==> src/rtl/wl_sfifo_ctrl_if.sv <==
// Producer/consumer side of the single-clock FIFO controller: requests,
// thresholds, RAM addresses/enables and status flags.
interface wl_sfifo_ctrl_if #(parameter int L = 3);
  logic         we;
  logic         re;
  logic [L:0]   afull_th;
  logic [L:0]   aempty_th;
  logic         wr_ok;
  logic         rd_ok;
  logic [L-1:0] waddr;
  logic [L-1:0] raddr;
  logic [L:0]   count;
  logic         full;
  logic         empty;
  logic         afull;
  logic         aempty;
  logic         overflow;
  logic         underflow;
  logic         ovf_err;
  logic         udf_err;

  modport master (
    output we, re, afull_th, aempty_th,
    input  wr_ok, rd_ok, waddr, raddr, count, full, empty, afull, aempty,
           overflow, underflow, ovf_err, udf_err
  );

  modport slave (
    input  we, re, afull_th, aempty_th,
    output wr_ok, rd_ok, waddr, raddr, count, full, empty, afull, aempty,
           overflow, underflow, ovf_err, udf_err
  );
endinterface

==> src/rtl/wl_sfifo_ctrl.sv <==
// Single-clock FIFO controller for an external dual-port RAM: wrap-at-depth
// pointers, occupancy count, registered level flags and error reporting.
module wl_sfifo_ctrl #(
  parameter int L = 3,
  parameter int H = 8
) (
  input  logic            clk,
  input  logic            rst,
  input  logic            clr,
  wl_sfifo_ctrl_if.slave  bus
);
  localparam logic [L:0]   DEPTH = (L+1)'(H);
  localparam logic [L-1:0] LAST  = L'(H - 1);

  logic [L-1:0] waddr_q, waddr_d, raddr_q, raddr_d;
  logic [L:0]   count_q, count_d;
  logic         full_q, full_d, empty_q, empty_d;
  logic         afull_q, afull_d, aempty_q, aempty_d;
  logic         ovf_q, ovf_d, udf_q, udf_d;
  logic         ovf_err_q, ovf_err_d, udf_err_q, udf_err_d;
  logic         wr_ok, rd_ok;

  // Acceptance looks only at registered flags, so a read never frees a slot
  // for a write in the same cycle.
  always_comb begin
    wr_ok = bus.we & ~full_q  & ~clr;
    rd_ok = bus.re & ~empty_q & ~clr;
  end

  always_comb begin
    waddr_d   = waddr_q;
    raddr_d   = raddr_q;
    count_d   = count_q;
    full_d    = full_q;
    empty_d   = empty_q;
    afull_d   = afull_q;
    aempty_d  = aempty_q;
    ovf_d     = 1'b0;
    udf_d     = 1'b0;
    ovf_err_d = ovf_err_q;
    udf_err_d = udf_err_q;
    if (clr) begin
      waddr_d   = '0;
      raddr_d   = '0;
      count_d   = '0;
      full_d    = 1'b0;
      empty_d   = 1'b1;
      afull_d   = 1'b0;
      aempty_d  = 1'b1;
      ovf_err_d = 1'b0;
      udf_err_d = 1'b0;
    end else begin
      if (wr_ok) waddr_d = (waddr_q == LAST) ? '0 : waddr_q + 1'b1;
      if (rd_ok) raddr_d = (raddr_q == LAST) ? '0 : raddr_q + 1'b1;
      count_d   = count_q + (L+1)'(wr_ok) - (L+1)'(rd_ok);
      full_d    = (count_d == DEPTH);
      empty_d   = (count_d == '0);
      afull_d   = (count_d >= bus.afull_th);
      aempty_d  = (count_d <= bus.aempty_th);
      ovf_d     = bus.we & full_q;
      udf_d     = bus.re & empty_q;
      ovf_err_d = ovf_err_q | ovf_d;
      udf_err_d = udf_err_q | udf_d;
    end
  end

  always_ff @(posedge clk) begin
    if (rst) begin
      waddr_q   <= '0;
      raddr_q   <= '0;
      count_q   <= '0;
      full_q    <= 1'b0;
      empty_q   <= 1'b1;
      afull_q   <= 1'b0;
      aempty_q  <= 1'b1;
      ovf_q     <= 1'b0;
      udf_q     <= 1'b0;
      ovf_err_q <= 1'b0;
      udf_err_q <= 1'b0;
    end else begin
      waddr_q   <= waddr_d;
      raddr_q   <= raddr_d;
      count_q   <= count_d;
      full_q    <= full_d;
      empty_q   <= empty_d;
      afull_q   <= afull_d;
      aempty_q  <= aempty_d;
      ovf_q     <= ovf_d;
      udf_q     <= udf_d;
      ovf_err_q <= ovf_err_d;
      udf_err_q <= udf_err_d;
    end
  end

  assign bus.wr_ok     = wr_ok;
  assign bus.rd_ok     = rd_ok;
  assign bus.waddr     = waddr_q;
  assign bus.raddr     = raddr_q;
  assign bus.count     = count_q;
  assign bus.full      = full_q;
  assign bus.empty     = empty_q;
  assign bus.afull     = afull_q;
  assign bus.aempty    = aempty_q;
  assign bus.overflow  = ovf_q;
  assign bus.underflow = udf_q;
  assign bus.ovf_err   = ovf_err_q;
  assign bus.udf_err   = udf_err_q;
endmodule

==> src/flat_wrapper.sv <==
// flat-port wrapper written by rule: the top's interface ports become plain ports
module wl_sfifo_ctrl_flat 
#(
  parameter int L = 3,
  parameter int H = 8
)
  (clk, rst, clr, bus_we, bus_re, bus_afull_th, bus_aempty_th, bus_wr_ok, bus_rd_ok, bus_waddr, bus_raddr, bus_count, bus_full, bus_empty, bus_afull, bus_aempty, bus_overflow, bus_underflow, bus_ovf_err, bus_udf_err);
  wl_sfifo_ctrl_if #(.L(L)) bus_i ();
  input  logic clk;
  input  logic rst;
  input  logic clr;
  input wire logic [$bits(bus_i.we)-1:0] bus_we;
  input wire logic [$bits(bus_i.re)-1:0] bus_re;
  input wire logic [$bits(bus_i.afull_th)-1:0] bus_afull_th;
  input wire logic [$bits(bus_i.aempty_th)-1:0] bus_aempty_th;
  output wire logic [$bits(bus_i.wr_ok)-1:0] bus_wr_ok;
  output wire logic [$bits(bus_i.rd_ok)-1:0] bus_rd_ok;
  output wire logic [$bits(bus_i.waddr)-1:0] bus_waddr;
  output wire logic [$bits(bus_i.raddr)-1:0] bus_raddr;
  output wire logic [$bits(bus_i.count)-1:0] bus_count;
  output wire logic [$bits(bus_i.full)-1:0] bus_full;
  output wire logic [$bits(bus_i.empty)-1:0] bus_empty;
  output wire logic [$bits(bus_i.afull)-1:0] bus_afull;
  output wire logic [$bits(bus_i.aempty)-1:0] bus_aempty;
  output wire logic [$bits(bus_i.overflow)-1:0] bus_overflow;
  output wire logic [$bits(bus_i.underflow)-1:0] bus_underflow;
  output wire logic [$bits(bus_i.ovf_err)-1:0] bus_ovf_err;
  output wire logic [$bits(bus_i.udf_err)-1:0] bus_udf_err;
  assign bus_i.we = bus_we;
  assign bus_i.re = bus_re;
  assign bus_i.afull_th = bus_afull_th;
  assign bus_i.aempty_th = bus_aempty_th;
  assign bus_wr_ok = bus_i.wr_ok;
  assign bus_rd_ok = bus_i.rd_ok;
  assign bus_waddr = bus_i.waddr;
  assign bus_raddr = bus_i.raddr;
  assign bus_count = bus_i.count;
  assign bus_full = bus_i.full;
  assign bus_empty = bus_i.empty;
  assign bus_afull = bus_i.afull;
  assign bus_aempty = bus_i.aempty;
  assign bus_overflow = bus_i.overflow;
  assign bus_underflow = bus_i.underflow;
  assign bus_ovf_err = bus_i.ovf_err;
  assign bus_udf_err = bus_i.udf_err;
  wl_sfifo_ctrl #(.L(L), .H(H)) u_core (.clk(clk), .rst(rst), .clr(clr), .bus(bus_i));
endmodule
==> config.mk <==
export PLATFORM = sky130hd
export DESIGN_NAME = wl_sfifo_ctrl_flat
export DESIGN_NICKNAME = d
export VERILOG_FILES = /design/src/rtl/wl_sfifo_ctrl_if.sv /design/src/rtl/wl_sfifo_ctrl.sv /design/src/flat_wrapper.sv
export SDC_FILE = /design/constraint.sdc
export NUM_CORES = 1
export LEC_CHECK = 0
export BUFFER_PORTS_ARGS = -buffer_cell sky130_fd_sc_hd__buf_4
export CORE_MARGIN = 2
export CORE_UTILIZATION = 51
export CTS_CLUSTER_SIZE = 14
export DETAILED_ROUTE_END_ITERATION = 10
export GPL_ROUTABILITY_DRIVEN = 0
export PLACE_DENSITY = 0.81
export SETUP_SLACK_MARGIN = 0.4
export SLEW_MARGIN = 20
export SYNTH_ARGS = -nofsm -noshare
export SYNTH_HDL_FRONTEND = slang
export SYNTH_SLANG_ARGS = --single-unit
export TNS_END_PERCENT = 5
==> constraint.sdc <==
create_clock -name clk -period 6.2 [get_ports clk]
set_input_delay 0.62 -clock clk [delete_from_list [all_inputs] [get_ports clk]]
set_output_delay 0.62 -clock clk [all_outputs]
set_load 0.05 [all_outputs]
==> results of run 1 <==
cells by family (layout without fill, tap and decap cells):
family,after synthesis,after routing
XOR/XNOR,3,3
AND/OR/NAND/NOR,36,36
buffers and inverters,16,50
flip-flops,18,18
AO/OA/AOI/OAI,14,14
adder cells (fa/ha/maj),14,14
multiplexers,2,2
final cells by class:
class / count / area, um2
clock buffer: 4 / 36.3
multi-input combinational: 69 / 505
inverter: 14 / 52.6
tap: 25 / 31.3
fill: 160 / 500
sequential: 18 / 360
timing repair buffer: 32 / 240
routing by layer:
layer / track usage, % / vias up
met5: 0 / -
met4: 7.22 / 0
met3: 7.06 / 2
met2: 33.3 / 24
met1: 24.1 / 371
li1: - / 413
final timing paths:
kind,slack [ns],end,cells after the start
worst max-delay path,3.32,u_core.bus.aempty$_SDFF_PP1_,11
worst min-delay path,0.48,u_core.bus.ovf_err$_SDFF_PP0_,2
worst max register to register,3.40,u_core.bus.aempty$_SDFF_PP1_,10
worst min register to register,0.48,u_core.bus.ovf_err$_SDFF_PP0_,2
cells in the final DEF, fill, tap and decap left out, types with 2 or more instances in the layout:
cell type | synthesis | final
a21oi_1 | 7 | 7
and3_1 | 2 | 2
buf_4 | 0 | 32
clkbuf_4 | 0 | 3
dfxtp_1 | 18 | 18
ha_1 | 13 | 13
inv_1 | 13 | 13
mux2i_1 | 2 | 2
nand2_1 | 8 | 8
nand3_1 | 3 | 3
nand4_1 | 2 | 2
nor2_1 | 12 | 12
nor3_1 | 2 | 2
xor2_1 | 2 | 2
worst max-delay path: cells and delay by family:
kind | cells | cell delay [ns]
adder cells (fa/ha/maj) | 4 | 1.34
AND/OR/NAND/NOR | 2 | 0.53
AO/OA/AOI/OAI | 2 | 0.35
buffers and inverters | 3 | 0.20
power by group through the flow:
stage / sequential, W / clock [W] / combinational, W
after floorplan: 0.000137 / 0 / 0.0000307
after global placement: 0.000124 / 0 / 0.0000611
after detailed placement: 0.000124 / 0 / 0.0000626
after CTS: 0.000122 / 0.0000733 / 0.0000629
after global routing: 0.000122 / 0.0000795 / 0.0000701
final: 0.000122 / 0.0000707 / 0.0000628
metrics by stage:
step	util, %	power, W	setup slack (ns)	instances	area [um2]
floorplan	-	0.000167	2.84	103	927
global placement	68.9	0.000185	3.08	158	1190
detailed placement	68.9	0.000187	3.00	158	1190
CTS	71.0	0.000258	3.32	162	1230
global route	71.0	0.000272	3.19	162	1230
finish	71.0	0.000255	3.32	162	1230
registers in the layout (all words and copies together), names as in the netlist:
| register | cells |
|---|---|
| u_core.bus.udf_err | 1 |
| u_core.bus.raddr | 3 |
| u_core.bus.waddr | 3 |
| u_core.bus.full | 1 |
| u_core.bus.afull | 1 |
| u_core.bus.aempty | 1 |
| u_core.bus.ovf_err | 1 |
| u_core.bus.overflow | 1 |
| u_core.bus.empty | 1 |
| u_core.bus.count | 4 |
| u_core.bus.underflow | 1 |
==> flow_metrics.tcl, run 1 <==
set metrics [dict create \
    track_usage_pct 20.2 \
    numClockSinks 18 \
    muxShareOfSynthArea_pct 2.16 \
    rsz0062_at_grt "no" \
    p_seq_share_pct 47.7 \
    syn_area_um2 927 \
    cts_resized 0 \
    rr_startpoint "u_core.bus.full$_SDFF_PP0_" \
    synth_top_area_share_pct 38.9 \
    synth-async-reset-ratio_pct 0 \
    startpoint_type "input pin" \
    yosys.area_share.simple_pct 18.9 \
    final_max_slew_viol_count 0 \
    whs_ns 0.482 \
    cpMostUsedCell "ha_1" \
    synth_seq_area_share_pct 38.9 \
    wl_met3_um 110 \
    ys_top_cells_by_count "dfxtp_1 (18), ha_1 (13), inv_1 (13)" \
    grt_max_degree 14 \
    ys.flop_type "dfxtp_1" \
    path_clk_slew_ns 0.10 \
    clk_latency_ns 0.29 \
    ir_worst_vdd_mv 0.176 \
    wl_um 1840 \
    p_per_area_mw_per_mm2 208 \
    p_int_w 0.000180 \
    yosys.area.top_type "dfxtp_1" \
    synth.top_cells.by_area "dfxtp_1 (39%), ha_1 (18%), inv_1 (5.3%), nor2_1 (4.9%), a21oi_1 (3.8%)" \
    routedWlPerCell_um 11.3 \
    status "finished, final reports clean" \
    end_kind "flop" \
    synthAdderAreaFrac_pct 19.7 \
    cts_tree "yes" \
    min_period_ns 2.88 \
    ys_ff_latch 18 \
    routedLengthMet1_um 774 \
    synthesis.nets 130 \
    die_w_um 46.6 \
    min_from "u_core.bus.ovf_err$_SDFF_PP0_" \
    avgSynthCellArea_um2 9.00 \
    core_mm2 0.00173 \
    yosys_warnings 0 \
    cts-root-buf "clkbuf_4" \
    required_ns 6.37 \
    area_delta_synth_final_pct 32.3 \
    grt_pass1_wl_um 3080 \
    ys_types 31 \
    drive_above_1_share_pct 29.9 \
    synth_xor_xnor_area_share_pct 3.64 \
    crit_path_start "clr" \
    power.switching_w 0.0000757 \
    synth_most_common_cell "dfxtp_1" \
    synth_edf_count 0 \
    num_antenna_cells 0 \
    cts_buffers 3 \
    htree_num_levels 1 \
    vias 810 \
    io_pins 33 \
    dieArea_mm2 0.00217 \
    critPathArrivalTime_ns 3.05 \
    critPathKind "in -> reg" \
    p_clk_share_pct 27.7 \
    cts_setup_buffers 0 \
    grt_remaining_overflow 0 \
    rows 15 \
    swShare_pct 29.6 \
    fin_crit_sh_pct 46.5 \
    crit_fanout 6 \
    grt_pass1_vias 746 \
    setup-tns-final_ns 0 \
    dr.pass1.iters 4 \
    synth_compound_area_share_pct 10.1 \
    die_h_um 46.6 \
    antenna_left 0 \
    slew_headroom_pct 72.7 \
    cpMaxStageDelayCell "fa_1" \
    holdBufCountCts 0 \
    fmax_ghz 0.347 \
    viasPerCell 5.00 \
    fin_skew_ns 0.00268 \
    cp_cell_sequence "buf_4 > or3b_1 > ha_1 > inv_1 > ha_1 > fa_1 > ha_1 > inv_1 > o221ai_1 > a31o_1 > nand3_1" \
    dr.first_iter.drc_count 11 \
    slowest_delay_ns 0.51 \
    finalNetCount 165 \
    synth_cells 103 \
    max-clock-path-buffers 2 \
    maxUsedRoutingLayer "met4" \
    drc 0 \
    wl_met2_um 939 \
    numPortBuffers 32 \
    hpwl_um 1500 \
    setup_viol 0 \
    start_util_pct 53.7 \
    hold_violations 0 \
    min_path_type "reg -> reg" \
    synth_top_family_by_area "adder cells" \
    pwr-share-comb_pct 24.6 \
    power.leakage_nw 0.649 \
    tightest_slew_ns 0.408 \
    cap_violations 0 \
    antenna_found_initial 0 \
]
No activity file was read; power rests on OpenSTA's default activity.
==> inputs of run 2 (changes only) <==
--- a/config.mk
+++ b/config.mk
@@ -7,11 +7,11 @@
 export LEC_CHECK = 0
 export BUFFER_PORTS_ARGS = -buffer_cell sky130_fd_sc_hd__buf_4
 export CORE_MARGIN = 2
-export CORE_UTILIZATION = 51
+export CORE_UTILIZATION = 43
 export CTS_CLUSTER_SIZE = 14
 export DETAILED_ROUTE_END_ITERATION = 10
 export GPL_ROUTABILITY_DRIVEN = 0
-export PLACE_DENSITY = 0.81
+export PLACE_DENSITY = 0.72
 export SETUP_SLACK_MARGIN = 0.4
 export SLEW_MARGIN = 20
 export SYNTH_ARGS = -nofsm -noshare
==> constraint.sdc (replaced) <==
create_clock -name clk -period 2.4 [get_ports clk]
set_input_delay 0.24 -clock clk [delete_from_list [all_inputs] [get_ports clk]]
set_output_delay 0.24 -clock clk [all_outputs]
set_load 0.05 [all_outputs]
==> run 2 against run 1 <==
Compared with the run above: the run now ends with setup timing left; flip-flop and latch count did not move; register-to-register slack got worse by 3.6 ns; cell area rose by 13%; clock-buffer cell count fell by 1; first-iteration DRC count fell by 9.1%; hold slack got worse by 0.28 ns; critical path type is now reg -> reg; largest power group unchanged.
==> flow_metrics.tcl, run 2 (synthesis gave the netlist of run 1 again) <==
set metrics [dict create \
    mostFrequentLayoutCells "buf_4 (40), dfxtp_1 (16), inv_1 (10), nor2_1 (10), ha_1 (9)" \
    wl_um 2100 \
    max-clock-path-buffers 2 \
    core_mm2 0.00200 \
    drc 0 \
    crit_fanout 3 \
    viasPerCell 4.80 \
    final_max_slew_viol_count 0 \
    min_path_cells 3 \
    startpoint_type "flop" \
    hpwl_um 1720 \
    vias 831 \
    numPortBuffers 32 \
    violations "setup timing" \
    regToRegSetupSlack_ns -0.16 \
    grt_pass1_vias 898 \
    fmax_ghz 0.391 \
    layout_commonest_cell "buf_4" \
    setup_viol 2 \
    holdBufCountCts 0 \
    cts_buffers 3 \
    grt_pass1_wl_um 3660 \
    path_clk_slew_ns 0.10 \
    htree_num_levels 1 \
    fin_skew_ns 0.00432 \
    dr.first_iter.drc_count 10 \
    die_w_um 50.4 \
    p_per_area_mw_per_mm2 481 \
    antenna_found_initial 0 \
    routedWlPerCell_um 12.1 \
    die_h_um 50.4 \
    r2r-end "u_core.bus.afull$_SDFF_PP0_" \
    required_ns 2.58 \
    min_from "bus_we" \
    dr.pass1.iters 6 \
    dpl_worst_slack_ns -0.299 \
    cap_violations 0 \
    numClockSinks 18 \
    rr_startpoint "u_core.bus.full$_SDFF_PP0_" \
    cts_tree "yes" \
    clk_latency_ns 0.29 \
    tightest_slew_ns 0.386 \
    io_pins 33 \
    drive_above_1_share_pct 43.8 \
    track_usage_pct 18.7 \
    dp.cells 168 \
    reg2regPathDepth 10 \
    slew_headroom_pct 74.1 \
    status "complete, but fails checks" \
    area_delta_synth_final_pct 49.7 \
    fin_crit_sh_pct 107 \
    power.leakage_nw 0.692 \
    rsz0062_at_grt "yes" \
    min_path_type "in -> reg" \
    min_period_ns 2.56 \
    layout_setup_ws_ns -0.159 \
    start_util_pct 46.3 \
    grt_max_degree 14 \
    finalNetCount 174 \
    antenna_left 0 \
    critPathKind "reg -> reg" \
    ir_worst_vdd_mv 0.382 \
    num_antenna_cells 0 \
    whs_endpoint "u_core.bus.ovf_err$_SDFF_PP0_" \
    end_kind "flop" \
    grt_remaining_overflow 0 \
    rows 16 \
    dieArea_mm2 0.00254 \
    cts-root-buf "clkbuf_4" \
    critPathArrivalTime_ns 2.73 \
    largest_reg_flops 4 \
    layoutNonFillerInstCount 173 \
    hold_violations 0 \
]
run 2: final cells by class:
class | count | area, um2
Fill cell | 158 | 614
Multi-Input combinational cell | 69 | 596
Sequential cell | 18 | 368
Timing Repair Buffer | 41 | 312
Inverter | 14 | 52.6
Tap cell | 27 | 33.8
Clock buffer | 3 | 22.5
Clock inverter | 1 | 3.75
run 2: worst max-delay path by stage:
stage | from | end | slack [ns]
2_1_floorplan | u_core.bus.empty$_SDFF_PP1_ | u_core.bus.aempty$_SDFF_PP1_ | -0.30
3_3_place_gp | clr | u_core.bus.afull$_SDFF_PP0_ | -0.24
3_5_place_dp | clr | u_core.bus.aempty$_SDFF_PP1_ | -0.30
4_1_cts | u_core.bus.full$_SDFF_PP0_ | u_core.bus.aempty$_SDFF_PP1_ | -0.15
5_1_grt | u_core.bus.full$_SDFF_PP0_ | u_core.bus.afull$_SDFF_PP0_ | -0.26
6_report | u_core.bus.full$_SDFF_PP0_ | u_core.bus.afull$_SDFF_PP0_ | -0.16
run 2: repair_timing:
item / in CTS / in global routing
resized for setup: 10 / 4
pin swaps: 6 / 2
cloned: 0 / 0
endpoints found under the setup margin: 6 / 7
buffers inserted: 1 / 0
run 2: per-layer routing:
metal | global-route usage [%] | wire length (um)
met4 | 6.76 | 14
met5 | 0 | 0
met2 | 33.1 | 1080
met1 | 21.2 | 903
met3 | 5.65 | 102
run 2: power by group:
group	switching [W]	internal, W
Sequential	0.00000672	0.000307
Clock	0.0000904	0.0000605
Combinational	0.000112	0.0000906
Total	0.000209	0.000458
run 2: per-stage QoR:
stage	hold WS, ns	setup TNS, ns	power (W)	area [um2]	utilization, %
6_report	0.201	-0.311	0.000668	1390	69.3
5_1_grt	0.186	-0.506	0.000708	1390	69.3
4_1_cts	0.192	-0.296	0.000672	1380	68.7
3_5_place_dp	0.470	-0.825	0.000503	1280	63.8
3_3_place_gp	0.453	-0.615	0.000498	1280	63.8
2_1_floorplan	0.367	-0.557	0.000436	958	-
run 2: worst max-delay path, stage by stage (launching register included):
cell and delay [ns]:
dfxtp_4 0.36, or3b_4 0.39, ha_4 0.27, inv_2 0.04, ha_4 0.15, fa_2 0.61
ha_4 0.22, inv_2 0.04, o221ai_2 0.08, a22oi_1 0.18, o22ai_1 0.09
==> inputs of run 3 (changes only) <==
--- a/config.mk
+++ b/config.mk
@@ -5,13 +5,14 @@
 export SDC_FILE = /design/constraint.sdc
 export NUM_CORES = 1
 export LEC_CHECK = 0
+export ABC_AREA = 1
 export BUFFER_PORTS_ARGS = -buffer_cell sky130_fd_sc_hd__buf_4
 export CORE_MARGIN = 2
-export CORE_UTILIZATION = 43
+export CORE_UTILIZATION = 44
 export CTS_CLUSTER_SIZE = 14
 export DETAILED_ROUTE_END_ITERATION = 10
 export GPL_ROUTABILITY_DRIVEN = 0
-export PLACE_DENSITY = 0.72
+export PLACE_DENSITY = 0.74
 export SETUP_SLACK_MARGIN = 0.4
 export SLEW_MARGIN = 20
 export SYNTH_ARGS = -nofsm -noshare
==> run 3 against run 2 <==
Compared with the run above: the run now ends clean; die area rose by 4.1%; non-clock buffer count fell by 3; flip-flop and latch count is the same; clock power rose by 22%; largest cell class unchanged.
==> flow_metrics.tcl, run 3 <==
set metrics [dict create \
    yosys_warnings 0 \
    reg2regPathDepth 16 \
    placed_area_mm2 0.00130 \
    num_antenna_cells 0 \
    required_ns 2.60 \
    setup_viol 0 \
    critPathArrivalTime_ns 2.55 \
    grt_remaining_overflow 0 \
    end_kind "flop" \
    ir_worst_vdd_mv 0.332 \
    power.leakage_nw 0.735 \
    endpoint "u_core.bus.afull$_SDFF_PP0_" \
    max-clock-path-buffers 2 \
    whs_ns 0.154 \
    cts_tree "yes" \
    cap_violations 0 \
    regToRegSetupSlack_ns 0.05 \
    ys_top_cells_by_count "inv_1 (28), nand2_1 (28), dfxtp_1 (18)" \
    ys_ff_latch 18 \
    ys_types 20 \
    drive_above_1_share_pct 35.3 \
    r2r-end "u_core.bus.afull$_SDFF_PP0_" \
    fmax_ghz 0.425 \
    path_clk_slew_ns 0.10 \
    grtUsageMet2_pct 31.6 \
    synth-async-reset-ratio_pct 0 \
    fin_crit_sh_pct 98.0 \
    die_h_um 51.5 \
    grt_max_degree 15 \
    syn_area_um2 991 \
    globalRouteMet3Util_pct 3.80 \
    crit_fanout 2 \
    largest_reg_flops 4 \
    finalNetCount 198 \
    rsz0062_at_grt "yes" \
    viasPerCell 4.73 \
    cts_buffers 3 \
    clk_latency_ns 0.29 \
    cp_num_buf_inv 4 \
    synth_top_area_share_pct 36.4 \
    grt_pass1_vias 905 \
    fin_skew_ns 0.00373 \
    slew_headroom_pct 73.0 \
    slowest_delay_ns 0.50 \
    startpoint_type "flop" \
    wl_um 2020 \
    start_util_pct 45.7 \
    fin_area_mm2 0.00139 \
    antenna_left 0 \
    yosys.area.top_type "dfxtp_1" \
    holdBufCountCts 0 \
    avgSynthCellArea_um2 7.68 \
    numPortBuffers 32 \
    drc 0 \
    synth_edf_count 0 \
    final_max_slew_viol_count 0 \
    mostFrequentLayoutCells "buf_4 (38), nand2_1 (26), inv_1 (25), dfxtp_1 (17)" \
    cpMostUsedCell "nand2_1" \
    hold_violations 0 \
    synth_cells 129 \
    cts-root-buf "clkbuf_4" \
    critPathKind "reg -> reg" \
    rr_startpoint "u_core.bus.empty$_SDFF_PP1_" \
    rows 17 \
    antenna_found_initial 0 \
    status "finished, final reports clean" \
    crit_path_start "u_core.bus.empty$_SDFF_PP1_" \
    die_w_um 51.5 \
    min_path_type "in -> reg" \
    track_usage_pct 17.5 \
    dieArea_mm2 0.00265 \
    min_from "rst" \
    cp_cell_sequence "inv_2 > nand3_4 > clkinvlp_4 > ha_4 > inv_2 > ha_4 > fa_1 > ha_1 > nand2_2 > nand2_2 > nand2_1 > nand2_1 > nand2_1 > nand2_1 > inv_1 > nor2_1" \
    synth_seq_area_share_pct 36.4 \
    numClockSinks 18 \
    dr.pass1.iters 4 \
    path_depth 16 \
    layout_commonest_cell "buf_4" \
    synth.top_cells.by_area "dfxtp_1 (36%), ha_1 (16%), inv_1 (11%), nand2_1 (11%), nor2_1 (4.2%)" \
    dr.first_iter.drc_count 9 \
    vias 936 \
    cpMaxStageDelayCell "fa_1" \
    htree_num_levels 1 \
    synthesis.nets 156 \
    area_delta_synth_final_pct 40.5 \
    routedWlPerCell_um 10.2 \
    p_per_area_mw_per_mm2 489 \
    min_period_ns 2.35 \
    grt_busiest_layer "met2" \
    tightest_slew_ns 0.405 \
    cpLargestDelayFamily "adder cells" \
    core_mm2 0.00217 \
    hpwl_um 1610 \
    grtUsageMet1_pct 18.4 \
    grt_pass1_wl_um 3500 \
    io_pins 33 \
    setup-tns-final_ns 0 \
    ys.flop_type "dfxtp_1" \
]
run 3: final cells by class:
class,count,area [um2]
tap,28,35.0
fill,208,777
multi-input combinational,82,563
inverter,28,109
timing repair buffer,38,285
clock buffer,4,36.3
sequential,18,364
run 3: worst min path at each step:
| stage | slack [ns] | cells past startpoint | end |
|---|---|---|---|
| after floorplan | 0.33 | 2 | u_core.bus.empty$_SDFF_PP1_ |
| after global placement | 0.45 | 2 | u_core.bus.ovf_err$_SDFF_PP0_ |
| after detailed placement | 0.46 | 3 | u_core.bus.empty$_SDFF_PP1_ |
| after CTS | 0.15 | 3 | u_core.bus.empty$_SDFF_PP1_ |
| after global routing | 0.14 | 3 | u_core.bus.empty$_SDFF_PP1_ |
| final | 0.15 | 3 | u_core.bus.empty$_SDFF_PP1_ |
run 3: metrics by stage:
stage | worst slack [ns] | total power, W | utilization (%) | std cells
floorplan | -0.282 | 0.000439 | - | 129
global placement | 0.0438 | 0.000488 | 60.1 | 190
detailed placement | -0.0391 | 0.000494 | 60.1 | 190
CTS | 0.0820 | 0.000684 | 63.6 | 197
global route | -0.0956 | 0.000730 | 64.2 | 198
finish | 0.0481 | 0.000681 | 64.2 | 198
run 3: what timing repair did:
item,in CTS,in global routing
setup buffers,3,1
pin swaps,7,7
resized for setup,3,2
endpoints found under the setup margin,4,4
run 3: per-layer routing:
| layer | wire length [um] | share of wire (%) | vias up |
|---|---|---|---|
| met5 | 0 | 0 | - |
| li1 | - | - | 484 |
| met3 | 124 | 6.2 | 8 |
| met2 | 1030 | 51 | 32 |
| met1 | 800 | 40 | 412 |
| met4 | 58 | 2.9 | 0 |
run 3: where the power goes:
part	switching [W]	internal (W)	total (W)
combinational	0.000113	0.0000709	0.000184
clock	0.0000916	0.0000924	0.000184
sequential	0.00000567	0.000308	0.000313
total	0.000210	0.000471	0.000681
run 3: cells by family (layout without fill, tap and decap cells):
| group | Yosys count | after routing | share of synthesized area (%) |
|---|---|---|---|
| buffers and inverters | 29 | 70 | 11.1 |
| AOI/OAI and AO/OA | 15 | 15 | 9.60 |
| adders and majority gates | 14 | 14 | 18.4 |
| DFF | 18 | 18 | 36.4 |
| and+or+nand+nor | 53 | 53 | 24.5 |
run 3: worst reg2reg max path, delay by kind of cell, from the launching register on:
kind	cells	cell delay, ns
buf+inv	4	0.21
flops	1	0.36
fa+ha+maj	4	1.23
simple gates	8	0.45
